### src/rtl/shop_cmd_issuer.sv
// Host-side initiator for the shop: assembles "<hex uid><cmd chars>\n" lines into o_u/o_a
// and fires a one-cycle o_rdy strobe after one setup cycle, then idles for GAP_CYCLES.
module shop_cmd_issuer #(
    parameter int I_A_NUM_ASCII_CHARS = 7,
    parameter int I_A_NUM_BITS        = I_A_NUM_ASCII_CHARS * 8,
    parameter int I_U_NUM_BITS        = 4,
    parameter int GAP_CYCLES          = 4
) (
    input  logic                    i_clk,
    input  logic                    i_reset,
    input  logic [7:0]              i_byte,
    input  logic                    i_byte_vld,
    output logic                    o_byte_rdy,
    output logic                    o_rdy,
    output logic [I_U_NUM_BITS-1:0] o_u,
    output logic [I_A_NUM_BITS-1:0] o_a,
    output logic                    o_err,
    output logic [7:0]              o_cmd_cnt
);

    localparam int CNT_W = $clog2(I_A_NUM_ASCII_CHARS + 1);
    localparam int GAP_W = (GAP_CYCLES > 1) ? $clog2(GAP_CYCLES) : 1;
    localparam logic [CNT_W-1:0] CNT_MAX  = CNT_W'(I_A_NUM_ASCII_CHARS);
    localparam logic [GAP_W-1:0] GAP_LAST = GAP_W'(GAP_CYCLES - 1);
    localparam logic [7:0]       LF       = 8'h0A;

    typedef enum logic [2:0] {
        S_IDLE, S_CMD, S_FLUSH, S_SETUP, S_ISSUE, S_GAP
    } state_t;

    function automatic logic is_hex(input logic [7:0] b);
        return (b >= 8'h30 && b <= 8'h39) || (b >= 8'h41 && b <= 8'h46) ||
               (b >= 8'h61 && b <= 8'h66);
    endfunction

    function automatic logic [3:0] hex_val(input logic [7:0] b);
        if (b <= 8'h39)      return 4'(b - 8'h30);
        else if (b <= 8'h46) return 4'(b - 8'h37);
        else                 return 4'(b - 8'h57);
    endfunction

    state_t                  state_q, state_d;
    logic [I_U_NUM_BITS-1:0] u_buf_q, u_buf_d;
    logic [I_A_NUM_BITS-1:0] a_buf_q, a_buf_d;
    logic [CNT_W-1:0]        cnt_q, cnt_d;
    logic [GAP_W-1:0]        gap_q, gap_d;
    logic [I_U_NUM_BITS-1:0] u_q, u_d;
    logic [I_A_NUM_BITS-1:0] a_q, a_d;
    logic                    rdy_q, rdy_d;
    logic                    err_q, err_d;
    logic                    byte_rdy_q, byte_rdy_d;
    logic [7:0]              cmd_cnt_q, cmd_cnt_d;
    logic                    take;

    assign take = i_byte_vld & byte_rdy_q;

    always_comb begin
        state_d   = state_q;
        u_buf_d   = u_buf_q;
        a_buf_d   = a_buf_q;
        cnt_d     = cnt_q;
        gap_d     = gap_q;
        u_d       = u_q;
        a_d       = a_q;
        rdy_d     = 1'b0;
        err_d     = 1'b0;
        cmd_cnt_d = cmd_cnt_q;
        case (state_q)
            S_IDLE: begin
                if (take && i_byte != LF) begin
                    if (is_hex(i_byte)) begin
                        u_buf_d = I_U_NUM_BITS'(hex_val(i_byte));
                        a_buf_d = '0;
                        cnt_d   = '0;
                        state_d = S_CMD;
                    end else begin
                        err_d   = 1'b1;
                        state_d = S_FLUSH;
                    end
                end
            end
            S_CMD: begin
                if (take) begin
                    if (i_byte == LF) begin
                        if (cnt_q != '0) begin
                            u_d     = u_buf_q;
                            a_d     = a_buf_q;
                            state_d = S_SETUP;
                        end else begin
                            err_d   = 1'b1;
                            state_d = S_IDLE;
                        end
                    end else if (cnt_q < CNT_MAX) begin
                        // Right-aligned packing, same layout as a Verilog string literal
                        a_buf_d = {a_buf_q[I_A_NUM_BITS-9:0], i_byte};
                        cnt_d   = cnt_q + 1'b1;
                    end else begin
                        err_d   = 1'b1;
                        state_d = S_FLUSH;
                    end
                end
            end
            S_FLUSH: begin
                if (take && i_byte == LF) state_d = S_IDLE;
            end
            S_SETUP: begin
                rdy_d   = 1'b1;
                state_d = S_ISSUE;
            end
            S_ISSUE: begin
                cmd_cnt_d = cmd_cnt_q + 8'd1;
                gap_d     = '0;
                state_d   = S_GAP;
            end
            S_GAP: begin
                if (gap_q == GAP_LAST) state_d = S_IDLE;
                else                   gap_d   = gap_q + 1'b1;
            end
            default: state_d = S_IDLE;
        endcase
        byte_rdy_d = (state_d == S_IDLE) || (state_d == S_CMD) || (state_d == S_FLUSH);
    end

    always_ff @(posedge i_clk or negedge i_reset) begin
        if (!i_reset) begin
            state_q    <= S_IDLE;
            u_buf_q    <= '0;
            a_buf_q    <= '0;
            cnt_q      <= '0;
            gap_q      <= '0;
            u_q        <= '0;
            a_q        <= '0;
            rdy_q      <= 1'b0;
            err_q      <= 1'b0;
            byte_rdy_q <= 1'b1;
            cmd_cnt_q  <= 8'd0;
        end else begin
            state_q    <= state_d;
            u_buf_q    <= u_buf_d;
            a_buf_q    <= a_buf_d;
            cnt_q      <= cnt_d;
            gap_q      <= gap_d;
            u_q        <= u_d;
            a_q        <= a_d;
            rdy_q      <= rdy_d;
            err_q      <= err_d;
            byte_rdy_q <= byte_rdy_d;
            cmd_cnt_q  <= cmd_cnt_d;
        end
    end

    assign o_byte_rdy = byte_rdy_q;
    assign o_rdy      = rdy_q;
    assign o_u        = u_q;
    assign o_a        = a_q;
    assign o_err      = err_q;
    assign o_cmd_cnt  = cmd_cnt_q;

endmodule

### config.mk
export PLATFORM = sky130hd
export DESIGN_NAME = shop_cmd_issuer
export DESIGN_NICKNAME = d
export VERILOG_FILES = /design/src/rtl/shop_cmd_issuer.sv
export SDC_FILE = /design/constraint.sdc
export NUM_CORES = 1
export LEC_CHECK = 0
export CAP_MARGIN = 25
export CORE_UTILIZATION = 45
export DETAILED_ROUTE_END_ITERATION = 16
export PLACE_DENSITY = 0.7
export SYNTH_ARGS = -nofsm -noshare
export SYNTH_HDL_FRONTEND = slang
export SYNTH_SLANG_ARGS = --single-unit
### constraint.sdc
create_clock -name i_clk -period 2.2 [get_ports i_clk]
set_clock_uncertainty 0.05 [all_clocks]
set_input_delay 0.66 -clock i_clk [delete_from_list [all_inputs] [get_ports i_clk]]
set_output_delay 0.66 -clock i_clk [all_outputs]
set_load 0.05 [all_outputs]
After elaboration in Yosys (flattened, before gate mapping) --
Cells that the tools add are included.
Storage, ports and cells: register bits 139, latch bits 0, memory bits (writable) 0, ROM bits 0, input port bits 11, output and inout bits 71, logic and storage cells 92, memories kept 0
Operators by class: $add $sub $neg 6, multiply operators 0, div/mod/pow operators 0, order comparisons 7, equality and inequality tests 16, shift-type cells 0, muxes and demuxes 33, bitwise logic cells 1, reductions and logical operators 18
Operators with widths (number):
- two-way mux 56 bit | 5
- case mux 56 bit (2 select lines) | 1
- two-way mux 3 bit | 11
- case mux 3 bit (6 select lines) | 1
- >= comparator 8 x 7 -> 1 bit, second input constant | 2
- less-or-equal comparator 8 x 7 -> 1 bit, second input constant | 2
- != test 2 bit, second input constant | 6
- == test 3 x 2 -> 1 bit, second input constant | 3
- adder 8 x 1 -> 8 bit, second input constant | 1
- == test 8 x 4 -> 1 bit, second input constant | 1
- >= comparator 8 x 6 -> 1 bit, second input constant | 1
- less-or-equal comparator 8 x 6 -> 1 bit, second input constant | 1
- two-way mux 4 bit | 2
- != test 8 x 4 -> 1 bit, second input constant | 1
- subtractor 4 x 3 -> 4 bit, second input constant | 2
- two-way mux 1 bit | 7
- == test 3 x 1 -> 1 bit, second input constant | 2
- == test 3 bit, second input constant | 2
- zero test 3 bit | 2
- two-way mux 2 bit | 3
- case mux 3 bit (2 select lines) | 1
- AND reduction 6 bit | 1
- logical AND 1 bit | 5
- logical OR 1 bit | 4
- 13 further kinds | 14

Longest topological paths before layout --
Gate-level depths: netlist (run 1).
depth after elaboration 10, gate-level depth with buffers 10, gate-level depth less buffers 7

Least setup slack after synthesis (run 1) --
No wires, ideal clock.
path type in2reg, from in i_byte[0], to reg a_buf_q[23], library setup time 0.121 ns, arrival time 2.256 ns, required time 2.029 ns, path slack -0.227 ns, cell stages on the path 10, path buffers 3, cell sequence inv_1 -> ha_1 -> nor3b_2 -> and2_4 -> a211o_1 -> or2_1 -> clkbuf_1 -> buf_6 -> buf_6 -> a22o_1
Between the ends: longest elaborated chain between the ends 6, elaborated cells between the ends (all ways) 18, those cells by class 6 x order compare; 5 x eq/ne; 7 x reduce/logical
Ends and longest elaborated chain:
- start, declared | RTL line 11 | input logic [7:0] i_byte,
- >= comparator 8 x 6 -> 1 bit (tied with other cells) | RTL line 32 | return (b >= 8'h30 && b <= 8'h39) || (b >= 8'h41 && b <= 8'h46) ||
- logical AND 1 bit | RTL line 32
- logical OR 1 bit (2 in a row) | RTL line 32
- != test 2 bit (no line)
- AND reduction 6 bit (no line) (*)
- end signal, assigned | RTL line 140 | a_buf_q <= a_buf_d;
- end, declared | RTL line 44 | logic [I_A_NUM_BITS-1:0] a_buf_q, a_buf_d;
Mark *: on every way between the ends. The rest lies on a longest branch, timed or not. A chain may end at the register's enable or synchronous reset.

Worst setup path after layout (run 1) --
from in i_byte[3], to reg cnt_q[2]
Between the ends: longest elaborated chain between the ends 6, elaborated cells between the ends (all ways) 18, those cells by class 6 x order compare; 5 x eq/ne; 7 x reduce/logical
Ends and longest elaborated chain:
- >= comparator 8 x 6 -> 1 bit (tied with other cells) | RTL line 32
- logical AND 1 bit | RTL line 32
- logical OR 1 bit (2 in a row) | RTL line 32
- != test 2 bit (no line)
- AND reduction 6 bit (no line) (*)
- end signal, assigned | RTL line 141 | cnt_q <= cnt_d;
- end, declared | RTL line 45 | logic [CNT_W-1:0] cnt_q, cnt_d;
Marked as above.

==> results.txt, run 1 <==
Via Count: 3,644
number of antenna cells inserted: 0
Hold Fails Final Rpt: 0
first-pass GRT wire length: 19.1 mm
syn_area_per_cell: 14.6 um2
Worst Path Required: 2480 ps
DRT iter0 DRCs: 218
CP endpoint kind: flip-flop
Slew @ Worst Pin: 524 ps
largest fanout on the critical path: 4
drt pass-1 iters: 4
clock tree buffer depth: 2
min cycle time layout: 2130 ps
wire length per cell: 17.6 um
pin count of the biggest net entering global routing: 55
Tot GR Track Use: 19.8%
Die Area: 12,600 um2
Area Overhead vs Synth: 35.4%
Antenna Nets Post-Route: 0
top cell types by occurrence after synthesis: dfrtp_1, a22o_1, mux2_2, nand2_1
Psw: 2.46 mW
Placed Area: 6660 um2
maximum clock rate: 0.470 GHz
CP Launch Type: primary input
vias in the first global route: 3,658
TritonCTS clock tree: done
ys async rst share: 100%
count of state elements after synthesis: 139
setup ws final: 71.6 ps
Worst Hold Class: primary input to async pin
layout cells sized above 1: 40.8%
R2R Setup Slk: 190 ps
outcome: completed
R2R depth: 7
DP Worst Slack: -857 ps
VDD IR max: 0.510 mV
Synth top area share: 63.0%
R2R Path Start: state_q[2]
Rows: 39
routed wire length: 11.7 mm
syn nets: 395
fin area: 7430 um2
Syn. warnings: 0
sw frac: 29.8%
number of synthesized flops with an enable pin: 0
gpl congestion: 0.810
vias per inst: 5.50
htree depth: 4
clock share of power: 32.7%
Synth Flop Type: dfrtp_1
buffers added on ports: 81
Net count, final: 527
initial antenna violation count: 0
clk_lat worst skew: 410 ps
post-synth top area cell: dfrtp_1
Die Wd: 112 um
Comb power frac: 21.9%
CTS sink count: 139
Yosys cell types: 43
Top-Level Pins: 82
CTS buffer count: 17
top post-synthesis cells by area: dfrtp_1, mux2_2, a22o_1
total core area: 11,700 um2
Power per Cell Area: 1110 nW/um2
Remaining DRCs: 0
Hold Buf Count CTS: 0
Rel. slew slack: 65.1%
Post-DP HPWL: 7.35 mm
Die Y: 112 um
Post-Syn Area: 5480 um2
fin crit share: 96.7%
RR Endpoint: o_a[4]
Starting Density: 47.0%
Setup TNS: 0 ps
top-count cell post-synth: dfrtp_1
grt total ovfl: 0
# Max-Cap Violations: 0
static leakage: 3.80 nW
Root Buffer: clkbuf_16
Syn Inst Count: 376
RSZ-0062 raised after global routing: no
count of final setup violators: 0
WP data arrival: 2410 ps
Seq/Total Area, Yosys: 63.4%
Seq pwr share: 45.4%
internal power: 5.78 mW
Reg clk slew, reported paths: 60 ps
Final Max Slew Viols: 0
crit path kind: primary input to flip-flop
-- cells by family after synthesis --
kind of cell,count (synthesis),synth area share [%]
flops,139,63.4
mux,64,13.1
compound gates,81,11.9
xor+xnor,10,1.60
buf+inv,25,2.67
simple gates,49,5.41
fa+ha+maj,8,1.83
-- worst max-delay path by stage --
stage	startpoint	endpoint	slack [ps]	cells past startpoint
after CTS	i_byte[6]	o_a[54]	40	9
final	i_byte[3]	cnt_q[2]	70	8
after detailed placement	i_byte[0]	cnt_q[2]	-860	9
after floorplan	i_byte[0]	a_buf_q[23]	-120	10
after global placement	i_byte[0]	o_a[24]	-800	9
after global routing	i_byte[0]	o_a[31]	8	11
-- stage by stage --
stage                     instances  util [%]  hold WS (ps)  total power [mW]
final                           662      63.7           148              8.23
after detailed placement        619      57.1           421              5.52
after global placement          619      57.1           415              5.42
after global routing            662      63.7           192              8.64
after floorplan                 376         -           314              4.80
after CTS                       659      63.2           170              8.26
-- per-layer routing --
metal,wire [um],global-route usage [%],vias up
met5,0,0,-
met4,197,8.18,0
met3,459,4.32,18
met2,5630,30.5,94
met1,5390,27.6,1859
li1,-,-,1673
-- sequential cells by signal (all words and copies together), names as in the netlist --
register,flops
a_buf_q,56
o_a,56
o_cmd_cnt,8
o_u,4
u_buf_q,4
cnt_q,3
state_q,3
gap_q,2
o_byte_rdy,1
o_err,1
o_rdy,1
-- layout by cell type, fill, tap and decap left out, drive strengths merged, types with 2 or more instances in the layout --
| cell type | netlist | routed |
|---|---|---|
| nor2 | 5 | 5 |
| nand4 | 4 | 4 |
| clkinv | 0 | 3 |
| ha | 8 | 8 |
| nor2b | 3 | 3 |
| a211oi | 2 | 2 |
| nand3 | 3 | 3 |
| nor3 | 2 | 2 |
| dfrtp | 138 | 138 |
| nand2b | 4 | 4 |
| clkbuf | 5 | 30 |
| o21ai | 7 | 7 |
| buf | 15 | 109 |
| inv | 5 | 6 |
| xnor2 | 8 | 8 |
| mux2 | 63 | 63 |
| a21oi | 4 | 4 |
| o31ai | 2 | 2 |
| and3 | 5 | 5 |
| a22o | 58 | 58 |
| xor2 | 2 | 2 |
| nor3b | 4 | 4 |
| o21bai | 2 | 2 |
| nand2 | 12 | 12 |
| dlygate4sd2 | 0 | 17 |
-- what timing repair did --
item	4_1_cts	5_1_grt
resized for setup	42	16
endpoints found under the setup margin	140	73
buffers inserted	6	2
cloned	4	2
endpoints found under the hold margin	0	0
pin swaps	4	2
-- layout make-up --
cell class,instances,area [um2]
multi-input cells,212,1910
clock inverters,6,61.3
well taps,143,179
clock buffers,24,502
inverters,5,31.3
repair buffers,133,1260
fillers,883,4240
flip-flops and latches,139,3480
-- critical path: stages --
cell           delay, ps
dlygate4sd2_1        250
nor4b_4              130
buf_4                150
and2_4               130
a211o_1              280
buf_4                140
or4_1                490
a21boi_1             160
-- power groups by stage --
stage                     sequential (mW)  combinational (mW)  clock (mW)
after global placement               3.75                1.68           0
final                                3.74                1.80        2.69
after global routing                 3.83                1.95        2.86
after detailed placement             3.77                1.74           0
after CTS                            3.73                1.80        2.73
after floorplan                      3.80                1.00           0
Power figures use the tool's default switching activity.
==> run 2: changes to the inputs <==
GPL_TIMING_DRIVEN = 0   (was unset)
==> results.txt, run 2 (synthesis gave the netlist of run 1 again) <==
Via Count: 3,465
VDD IR max: 0.489 mV
Largest delay share family, worst path: simple AND/OR/NAND/NOR gates
wire length per cell: 18.0 um
Rel. slew slack: 48.6%
setup ws final: 50.9 ps
total core area: 11,700 um2
Area Overhead vs Synth: 28.3%
drt pass-1 iters: 5
first-pass GRT wire length: 18.9 mm
multi-input logic area: 1920 um2
Rows: 39
vias in the first global route: 3,573
number of antenna cells inserted: 0
Worst Path Required: 2440 ps
clk_lat worst skew: 410 ps
utilization after layout: 60.3%
min cycle time layout: 2150 ps
largest fanout on the critical path: 10
Storage cell area: 3480 um2
max incr delay on CP: 390 ps
R2R depth: 7
Worst Hold Class: primary input to async pin
Reg clk slew, reported paths: 50 ps
Post-DP HPWL: 7.38 mm
Final Max Slew Viols: 0
Tot GR Track Use: 19.8%
WP data arrival: 2390 ps
crit path kind: primary input to flip-flop
Top-Level Pins: 82
Inst Count DP: 601
Slew @ Worst Pin: 769 ps
outcome: completed
# Max-Cap Violations: 0
grt total ovfl: 0
count of final setup violators: 0
Root Buffer: clkbuf_16
static leakage: 3.70 nW
CTS sink count: 139
Critical-path top delay cell: nor4b_4
vias per inst: 5.48
gpl congestion: 0.838
htree depth: 4
fin crit share: 97.7%
internal power: 5.54 mW
pin count of the biggest net entering global routing: 77
Hold Fails Final Rpt: 0
DP Worst Slack: -1210 ps
fin area: 7040 um2
maximum clock rate: 0.465 GHz
sw frac: 30.3%
Power per Cell Area: 1130 nW/um2
CP endpoint kind: flip-flop
Net count, final: 500
CTS buffer count: 17
layout cells sized above 1: 25.2%
Fill cells: 947
Placed Area: 6540 um2
critical path depth: 7
Starting Density: 47.0%
Seq pwr share: 46.9%
Comb power frac: 21.2%
Die Y: 112 um
clock share of power: 31.9%
routed wire length: 11.4 mm
buffers added on ports: 81
R2R Path Start: state_q[2]
Psw: 2.40 mW
RSZ-0062 raised after global routing: no
Die Wd: 112 um
clock tree buffer depth: 2
Die Area: 12,600 um2
crit-path cells: dlygate4sd2_1 > nor4b_4 > nand2_2 > nor3_4 > buf_12 > buf_4 > mux2_2
initial antenna violation count: 0
TritonCTS clock tree: done
CP Launch Type: primary input
R2R Setup Slk: 160 ps
Antenna Nets Post-Route: 0
Crit path buffers/inverters: 3
most frequent cells in the layout: dfrtp_1, dlygate4sd2_1, mux2_2, a22o_1, clkbuf_16
Remaining DRCs: 0
Final Non-Filler Cells: 632
RR Endpoint: o_a[13]
commonest non-fill, non-tap cell in the layout: dfrtp_1
DRT iter0 DRCs: 179
worst-case hold slack: 236 ps
run 2: cell types whose count changed in the layout (fill, tap and decap cells not counted), moves of 2 or more:
cell / previous run / this run
buf_12: 9 / 1
buf_16: 4 / 1
buf_2: 1 / 5
buf_4: 90 / 10
buf_6: 4 / 6
clkbuf_1: 2 / 7
clkbuf_16: 19 / 17
clkbuf_8: 5 / 2
dlygate4sd2_1: 17 / 73
run 2: what timing repair did:
| action | 4_1_cts | 5_1_grt |
|---|---|---|
| buffers inserted | 4 | 1 |
| endpoints found under the hold margin | 0 | 0 |
| hold buffers | 0 | 0 |
| pin swaps | 4 | 4 |
| endpoints found under the setup margin | 196 | 119 |
| gates resized for setup | 101 | 12 |
run 2: metal layers:
metal,wire [um],track usage (%),part of all wire (%)
met4,91,6.67,0.80
met3,506,6.10,4.4
met1,5400,26.5,47
met5,0,0,0
met2,5400,30.7,47
run 2: worst max path at each step:
| stage | startpoint | end | slack [ps] |
|---|---|---|---|
| after CTS | i_byte[2] | a_buf_q[39] | 5 |
| after global routing | i_byte[1] | state_q[0] | 2 |
| after floorplan | i_byte[0] | a_buf_q[23] | -120 |
| after global placement | i_reset | a_buf_q[14] | -4860 |
| after detailed placement | i_byte[0] | a_buf_q[41] | -1210 |
| final | i_byte[7] | o_a[13] | 50 |
run 2: worst register-to-register path, cell delays in order, from the launching register on:
cell and delay (ps):
dfrtp_1 450, nor2_1 170, nand4_1 130, buf_4 180, nor3_4 230, buf_12 150, buf_4 190, mux2_2 370
run 2: area by class of cell:
class,count,area share (%)
Sequential cell,139,49.4
Multi-Input combinational cell,212,27.3
Timing Repair Buffer,87,11.1
Clock buffer,23,6.65
Tap cell,143,2.54
Buffer,19,1.87
Clock inverter,4,0.640
Inverter,5,0.444
run 2: stage by stage:
step	setup TNS [ps]	power, mW
after floorplan	-4400	4.80
after global placement	-800830	5.33
after detailed placement	-131170	5.42
after CTS	0	7.97
after global routing	0	8.33
final	0	7.94
run 2: power by group through the flow:
stage / clock network [mW] / logic, mW / registers, mW
after floorplan: 0 / 1.00 / 3.80
after global placement: 0 / 1.60 / 3.73
after detailed placement: 0 / 1.66 / 3.76
after CTS: 2.57 / 1.68 / 3.72
after global routing: 2.67 / 1.85 / 3.81
final: 2.53 / 1.68 / 3.73
